### config.mk
export PLATFORM = sky130hd
export DESIGN_NAME = mux_rr_sched_flat
export DESIGN_NICKNAME = d
export VERILOG_FILES = /design/src/rtl/mux_rr_sched_if.sv /design/src/rtl/mux_rr_sched.sv /design/src/flat_wrapper.sv
export SDC_FILE = /design/constraint.sdc
export NUM_CORES = 1
export LEC_CHECK = 0
export BUFFER_PORTS_ARGS = -buffer_cell sky130_fd_sc_hd__buf_2
export CAP_MARGIN = 40
export CORE_MARGIN = 5
export CORE_UTILIZATION = 30
export DETAILED_ROUTE_END_ITERATION = 6
export MAX_ROUTING_LAYER = met4
export SKIP_LAST_GASP = 1
export SLEW_MARGIN = 20
export SYNTH_ARGS = -nofsm -noshare
export SYNTH_HDL_FRONTEND = slang
export SYNTH_SLANG_ARGS = --single-unit
### constraint.sdc
create_clock -name clock -period 4.5 [get_ports clock]
set_input_delay 0.9 -clock clock [delete_from_list [all_inputs] [get_ports clock]]
set_output_delay 0.9 -clock clock [all_outputs]
set_load 0.01 [all_outputs]
### src/rtl/mux_rr_sched_if.sv
// ============================================================================
// Module   : mux_rr_sched_if
// Brief    : Request, mux and result handshake bundle for mux_rr_sched.
// Revision : 1.0
// ============================================================================
`default_nettype none

interface mux_rr_sched_if;
    logic [7:0] req;
    logic       mux_l;
    logic [2:0] sel;
    logic [7:0] grant;
    logic       out_valid;
    logic       out_bit;
    logic [2:0] out_chan;
    logic       out_ready;
    logic       busy;

    // master is the scheduler; slave is the requesters, mux and consumer
    modport master (
        input  req, mux_l, out_ready,
        output sel, grant, out_valid, out_bit, out_chan, busy
    );

    modport slave (
        output req, mux_l, out_ready,
        input  sel, grant, out_valid, out_bit, out_chan, busy
    );
endinterface

`default_nettype wire

### src/rtl/mux_rr_sched.sv
// ============================================================================
// Module   : mux_rr_sched
// Brief    : Round-robin owner of a shared 8:1 mux; settles select, samples l.
// Revision : 1.0
// ============================================================================
`default_nettype none

module mux_rr_sched #(
    parameter int SETTLE = 2,
    parameter int CNT_W  = 4
) (
    input  wire logic     clock,
    input  wire logic     reset,
    mux_rr_sched_if.master bus
);

    typedef enum logic [1:0] {
        ST_IDLE   = 2'd0,
        ST_SETTLE = 2'd1,
        ST_SAMPLE = 2'd2,
        ST_HOLD   = 2'd3
    } state_t;

    state_t             state_q, state_d;
    logic [2:0]         sel_q, sel_d;
    logic [7:0]         grant_q, grant_d;
    logic               valid_q, valid_d;
    logic               bit_q, bit_d;
    logic [2:0]         chan_q, chan_d;
    logic               busy_q, busy_d;
    logic [2:0]         ptr_q, ptr_d;
    logic [CNT_W-1:0]   cnt_q, cnt_d;

    logic [2:0]         w_pick;
    logic [2:0]         w_idx;

    // Walk downward so the channel closest above the pointer is assigned last and wins
    always_comb begin
        w_pick = ptr_q;
        w_idx  = ptr_q;
        for (int k = 7; k >= 0; k--) begin
            w_idx = ptr_q + 3'(k);
            if (bus.req[w_idx]) begin
                w_pick = w_idx;
            end
        end
    end

    always_comb begin
        state_d = state_q;
        sel_d   = sel_q;
        grant_d = grant_q;
        valid_d = valid_q;
        bit_d   = bit_q;
        chan_d  = chan_q;
        ptr_d   = ptr_q;
        cnt_d   = cnt_q;

        case (state_q)
            ST_IDLE: begin
                if (|bus.req) begin
                    sel_d   = w_pick;
                    chan_d  = w_pick;
                    grant_d = 8'b1 << w_pick;
                    cnt_d   = '0;
                    state_d = ST_SETTLE;
                end
            end
            ST_SETTLE: begin
                cnt_d = cnt_q + CNT_W'(1);
                if (cnt_q == CNT_W'(SETTLE - 1)) begin
                    state_d = ST_SAMPLE;
                end
            end
            ST_SAMPLE: begin
                bit_d   = bus.mux_l;
                valid_d = 1'b1;
                state_d = ST_HOLD;
            end
            ST_HOLD: begin
                if (valid_q && bus.out_ready) begin
                    valid_d = 1'b0;
                    grant_d = '0;
                    ptr_d   = sel_q + 3'd1;
                    state_d = ST_IDLE;
                end
            end
            default: state_d = ST_IDLE;
        endcase

        busy_d = (state_d != ST_IDLE);
    end

    always_ff @(posedge clock) begin
        if (reset) begin
            state_q <= ST_IDLE;
            sel_q   <= '0;
            grant_q <= '0;
            valid_q <= 1'b0;
            bit_q   <= 1'b0;
            chan_q  <= '0;
            busy_q  <= 1'b0;
            ptr_q   <= '0;
            cnt_q   <= '0;
        end else begin
            state_q <= state_d;
            sel_q   <= sel_d;
            grant_q <= grant_d;
            valid_q <= valid_d;
            bit_q   <= bit_d;
            chan_q  <= chan_d;
            busy_q  <= busy_d;
            ptr_q   <= ptr_d;
            cnt_q   <= cnt_d;
        end
    end

    assign bus.sel       = sel_q;
    assign bus.grant     = grant_q;
    assign bus.out_valid = valid_q;
    assign bus.out_bit   = bit_q;
    assign bus.out_chan  = chan_q;
    assign bus.busy      = busy_q;

endmodule

`default_nettype wire

### src/flat_wrapper.sv
// flat-port wrapper written by rule: the top's interface ports become plain ports
module mux_rr_sched_flat 
#(
    parameter int SETTLE = 2,
    parameter int CNT_W  = 4
)
  (clock, reset, bus_req, bus_mux_l, bus_out_ready, bus_sel, bus_grant, bus_out_valid, bus_out_bit, bus_out_chan, bus_busy);
  mux_rr_sched_if bus_i ();
  input  wire logic clock;
  input  wire logic reset;
  input wire logic [$bits(bus_i.req)-1:0] bus_req;
  input wire logic [$bits(bus_i.mux_l)-1:0] bus_mux_l;
  input wire logic [$bits(bus_i.out_ready)-1:0] bus_out_ready;
  output wire logic [$bits(bus_i.sel)-1:0] bus_sel;
  output wire logic [$bits(bus_i.grant)-1:0] bus_grant;
  output wire logic [$bits(bus_i.out_valid)-1:0] bus_out_valid;
  output wire logic [$bits(bus_i.out_bit)-1:0] bus_out_bit;
  output wire logic [$bits(bus_i.out_chan)-1:0] bus_out_chan;
  output wire logic [$bits(bus_i.busy)-1:0] bus_busy;
  assign bus_i.req = bus_req;
  assign bus_i.mux_l = bus_mux_l;
  assign bus_i.out_ready = bus_out_ready;
  assign bus_sel = bus_i.sel;
  assign bus_grant = bus_i.grant;
  assign bus_out_valid = bus_i.out_valid;
  assign bus_out_bit = bus_i.out_bit;
  assign bus_out_chan = bus_i.out_chan;
  assign bus_busy = bus_i.busy;
  mux_rr_sched #(.SETTLE(SETTLE), .CNT_W(CNT_W)) u_core (.clock(clock), .reset(reset), .bus(bus_i));
endmodule
# After elaboration in Yosys (flattened, before gate mapping)
# Cells that the tools add are included.
# totals
reg_bits,23
out_inout_bits,17
wordCells,79
in_bits,12
# classes
n_mux,35
n_reduce_logical,12
add_sub_neg,9
shift,1
n_eq_ne,6
magnitude_cmp,8
# ops
cell,count
$lt 3x4->1 const B,8
$bmux 1 s3,8
$mux 3,8
$mux 8,2
$pmux 8 s2,1
$add 3x3->3 const B,4
$mux 1,9
$pmux 2 s4,1
$pmux 4 s2,1
$reduce_and 2->1,4
$reduce_bool 2->1,4
$reduce_or 8->1,1
$shl 1x3->8 const A,1
$add 3x1->3 const B,2
$add 3x2->3 const B,2
$mux 2,3
$add 4x1->4 const B,1
$eq 2x2->1 const B,2
$eq 4x1->1 const B,1
$mux 4,1
$ne 2x1->1 const B,2
$reduce_and 3->1,1
$eq 2x1->1 const B,1
$logic_not 2->1,1
other kinds (2),2

# Longest topological paths before layout
# logic_depth
depth_word,14
depth_mapped,13
mapped_depth_nobuf,10

# Least setup slack after synthesis
# No wires, ideal clock.
# synth_path
path_type,flip-flop to flip-flop
start,register u_core.ptr_q[1]
end,"register u_core.grant_q[2], in the netlist u_core.bus.grant[2]"
n_path_buf,3
path_slack_ns,1.481
setup_ns,0.087
arrival_time_ns,2.932
stages_incl_launch_ff,13
t_required_ns,4.413
period_less_slack_ns,3.019
cell_sequence,dfxtp_1 buf_2 inv_1 ha_1 clkbuf_1 buf_2 mux4_2 and2_1 o31ai_1 nand2_1 o41ai_4 nand2_2 o31ai_1
# synth_between
elab_chain_len,14
word_cells_on_any_way,34
classes_between,add/sub: 7; shift: 1; mux: 26
# synth_rtl
element,line_no,source
"start, declared",mux_rr_sched.sv:31,"logic [2:0] ptr_q, ptr_d;"
"start signal, assigned",mux_rr_sched.sv:113,ptr_q <= ptr_d;
$add 3x3->3,mux_rr_sched.sv:42,w_idx = ptr_q + 3'(k);
$bmux 1 s3,mux_rr_sched.sv:43,if (bus.req[w_idx]) begin
$mux 1 (not written as such),mux_rr_sched.sv:43,
$mux 3 (7 in a row),mux_rr_sched.sv:43,
$mux 3 (*),mux_rr_sched.sv:43,
$shl 1x3->8 (*),mux_rr_sched.sv:64,grant_d = 8'b1 << w_pick;
$mux 8 (*),mux_rr_sched.sv:61,if (|bus.req) begin
$pmux 8 s2 (*),mux_rr_sched.sv:59,case (state_q)
"end signal, assigned",mux_rr_sched.sv:108,grant_q <= grant_d;
"end, declared",mux_rr_sched.sv:26,"logic [7:0] grant_q, grant_d;"
# Mark *: on every way between the ends. The rest lies on a longest branch, timed or not. The select of a mux whose other input is x is not followed.
# A chain may end at the register's enable or synchronous reset.

# Worst setup path after layout
# Same ends and word-level chain as after synthesis.

==> results summary <==
The pre-CTS setup slack is 1040 ps. The share of the core filled with cells is 34.3%. The average cell area after synthesis came out at roughly 8.6 sq um. The post-layout net count is ~270. The number of setup buffers added after CTS is 0.

The net count after synthesis is ~250. The stage delay of the slowest cell on the critical path came out at 650 ps. The tightest slew margin relative to the limit is about 43%. The largest net degree at the start of global routing is 23. The reported leakage power is 0.834 nW. Across the run, the number of max-cap violations was 0. The final max-slew violation count is 0. The count of non-filler cells in the finished layout is approximately 330. The share of the clock period used by the worst path after layout is about 78%. The placer congestion estimate came out at between 0.9 and 1. The synthesized instance count came out at roughly 230. After detailed routing, the total wire length is between 4000 and 5000 microns. The net switching power is 135 uW. The number of library cell types mapped by synthesis is 46. In this run, placement finished with an instance count of 321. In this run the horizontal extent of the chip is 91.6 microns. The signed area change from the synthesized netlist to the final layout is 10.3%. The number of hold-slack violations in the final timing report is 0. Global routing consumed, over all layers together, between 10% and 20% of the routing resources.

The min-delay analysis places its worst path in the category reg -> reg. Setup violations remaining at the end of the flow were counted as 0. The sequential element share of the synthesized area came out at between 20% and 30%. By instance count, the cell type seen most on the critical path is inv_1.

The cell with the largest stage delay on the worst path is ha_1. The synthesized design contains 0 enable-type register cells. Pin placement for this block handled 29 I/O pins. The clock root buffer is clkbuf_8. The cts-stage hold buffer count is 0. The endpoint type of the worst setup path is a flip-flop. Leaving out fill and tap cells, the most frequent cell in the layout is nor2_1. The flow ran to the end, and the final reports show no timing, DRC or antenna violations.

The initial core utilization is 31.1%. The number of H-tree levels came out at 1. The number of rows created at floorplan is 29.

The summed negative setup slack over all endpoints came out at 0 ps. The post-synthesis async set-or-reset flop share came out at 0%. The maximum vdd ir drop came out at ~200 uV. The highest clock frequency the design can meet is 286 MHz. The antenna diode instance count came out at 0. The initial antenna violation count is 0. The sum of overflow across all layers after global routing came out at 0.

By startpoint and endpoint, the worst setup path is classified as reg -> reg. After detailed routing, the average wire length per cell comes to around 15 microns. The count of synthesis-stage warnings from yosys is 0. Clock latency on the worst-skew pair, taken at its later pin, is about 260 ps. The startpoint identified for the worst register-to-register timing path is u_core.ptr_q[1]$_SDFFE_PP0P_. In this run switching power makes up between 20 and 30% of total power. The area inside the core boundary came out at 0.00642 sq mm.

Once detail routing completed, the nets flagged for antenna violations numbered 0. In the layout the commonest cells are nor2_1 (30), buf_2 (28), nand2_1 (23), dfxtp_1 (23), a21oi_1 (16). Power spread over the standard cell area amounts to approximately 210 mW/mm^2.

The type of origin of the critical path is a flip-flop. The clock-pin slew reported for the worst setup and hold paths after clock tree synthesis is 80 ps. The maximum root-to-sink buffer count is 2. The average vias per placed instance is around 5.6.

Traced cell by cell, the critical path runs through buf_4 -> inv_1 -> ha_1 -> mux2_2 -> mux4_2 -> o21ai_0 -> a41oi_1 -> o21ai_1 -> xnor2_1 -> inv_1 -> o31ai_1. In this run the most critical hold path is launched from u_core.bus.grant[0]$_SDFFE_PP0P_. The first global-routing pass estimated about 8600 microns of wire. The count of cells along the worst register-to-register path came out at 11. At the worst endpoint, the required time is around 4700 ps. TritonCTS created 3 clock buffers. In this run the critical register-to-register path is captured at u_core.bus.grant[2]$_SDFFE_PP0P_. The count of cells resized by post-cts repair came out at 0. The number of register bits inferred by synthesis is 23.

The part of the total power dissipated in the clock network came out at 27.6%. For this run, design rule violations remaining after detail routing come to 0. The via count of the first global-routing pass is roughly 1700. The final setup slack of the worst path is 1010 ps. The number of detailed-route iterations in the first pass is 4. The highest fanout seen on the critical path is 21. The internal power contribution came out at ~320 uW. At the worst endpoint, the arrival time is between 3000 and 4000 ps.

The clock arrives with between 2 and 2.5 ps of skew. The sequential group share of total power is between 40% and 50%. The number of I/O port buffers is 28. The total via count in the routed design is approximately 1800. In this run the worst setup path begins at u_core.ptr_q[1]$_SDFFE_PP0P_. The slew at the pin with the worst max-slew slack came out at around 840 ps. The fraction of layout instances using a drive strength above 1 is 25.0%. The clock period could shrink to between 3000 and 4000 ps. In this run the worst setup path terminates at u_core.bus.grant[2]$_SDFFE_PP0P_. Setup repair after global routing left no endpoint under its margin.

TritonCTS built the clock tree. The total number of clock tree sinks is 23. The combinational share of power is 23.3%. The DRC marker count from the first detailed-route iteration came out at between 100 and 150. The setup slack of the worst register-to-register path came out at 1010 ps. The most used flip-flop cell after synthesis is dfxtp_1. The placed wire-length estimate after detailed placement is approximately 3600 microns.

From bottom edge to top edge, the die measures around 92 microns. The area of the die came out at 0.00839 sq mm. The mapped netlist covers roughly 0.0020 sq mm.

The total power of the final layout is approximately 450 uW.
==> registers in the layout (all words and copies together), names as in the netlist <==
signal                flops
u_core.bus.busy           1
u_core.ptr_q              3
u_core.cnt_q              4
u_core.bus.out_bit        1
u_core.bus.sel            3
u_core.state_q            2
u_core.bus.out_valid      1
u_core.bus.grant          8
==> power groups by stage <==
stage / combinational (mW) / sequential [mW] / clock [mW]
floorplan: 0.0721 / 0.228 / 0
global placement: 0.104 / 0.228 / 0
detailed placement: 0.105 / 0.228 / 0
CTS: 0.105 / 0.223 / 0.130
global route: 0.117 / 0.224 / 0.144
finish: 0.106 / 0.223 / 0.125
==> how the worst min path moves through the flow <==
stage,cells past startpoint,slack (ps),end
floorplan,2,460,u_core.cnt_q[3]$_SDFFE_PP0P_
global placement,2,440,u_core.bus.grant[5]$_SDFFE_PP0P_
detailed placement,2,440,u_core.bus.grant[1]$_SDFFE_PP0P_
CTS,2,460,u_core.bus.grant[5]$_SDFFE_PP0P_
global route,2,480,u_core.bus.grant[2]$_SDFFE_PP0P_
finish,2,460,u_core.bus.grant[0]$_SDFFE_PP0P_
==> synthesized netlist by cell type (all sizes together), types with 6 or more instances <==
library cell  number  area, sq um
nor2              30          113
nand2             24         92.6
dfxtp             23          460
a21oi             16         80.1
mux4              13          297
mux2i             12          120
o21ai             11         55.1
buf               10         66.3
mux2              10          113
clkbuf             9         33.8
inv                7         26.3
and2               6         37.5
==> through the flow <==
step | hold WS, ps | area, sq um
after floorplan | 459 | 2000
after global placement | 440 | 2160
after detailed placement | 444 | 2160
after CTS | 465 | 2200
after global routing | 484 | 2200
final | 459 | 2200
==> cell type report <==
cell class / instances / area [sq um]
fill: 649 / 4220
multi-input combinational: 182 / 1410
sequential: 23 / 460
timing repair buffer: 31 / 163
tap: 77 / 96.3
clock buffer: 3 / 41.3
inverter: 8 / 30.0
clock inverter: 1 / 5.00
==> routing by layer <==
layer / part of all wire (%) / up-vias / global-route usage (%)
met4: 1.7 / 0 / 4.02
met5: 0 / - / -
met2: 45 / 68 / 18.7
li1: - / 881 / -
met3: 5.3 / 9 / 1.82
met1: 48 / 865 / 17.1
==> kinds of logic after synthesis <==
| group | Yosys count | share of synthesized area [%] |
|---|---|---|
| xor+xnor | 5 | 3.13 |
| buf+inv | 27 | 6.52 |
| fa+ha+maj | 5 | 3.13 |
| mux | 35 | 26.5 |
| flops | 23 | 23.1 |
| compound gates | 58 | 19.8 |
| simple gates | 79 | 17.9 |
==> critical path: cells and delay by family (launching register included) <==
family | cells | cell delay [ps]
multiplexers | 2 | 900
AO/OA/AOI/OAI | 4 | 660
adder cells (fa/ha/maj) | 1 | 650
buffers and inverters | 3 | 540
XOR/XNOR | 1 | 330
flip-flops | 1 | 310
Power figures use the tool's default switching activity.
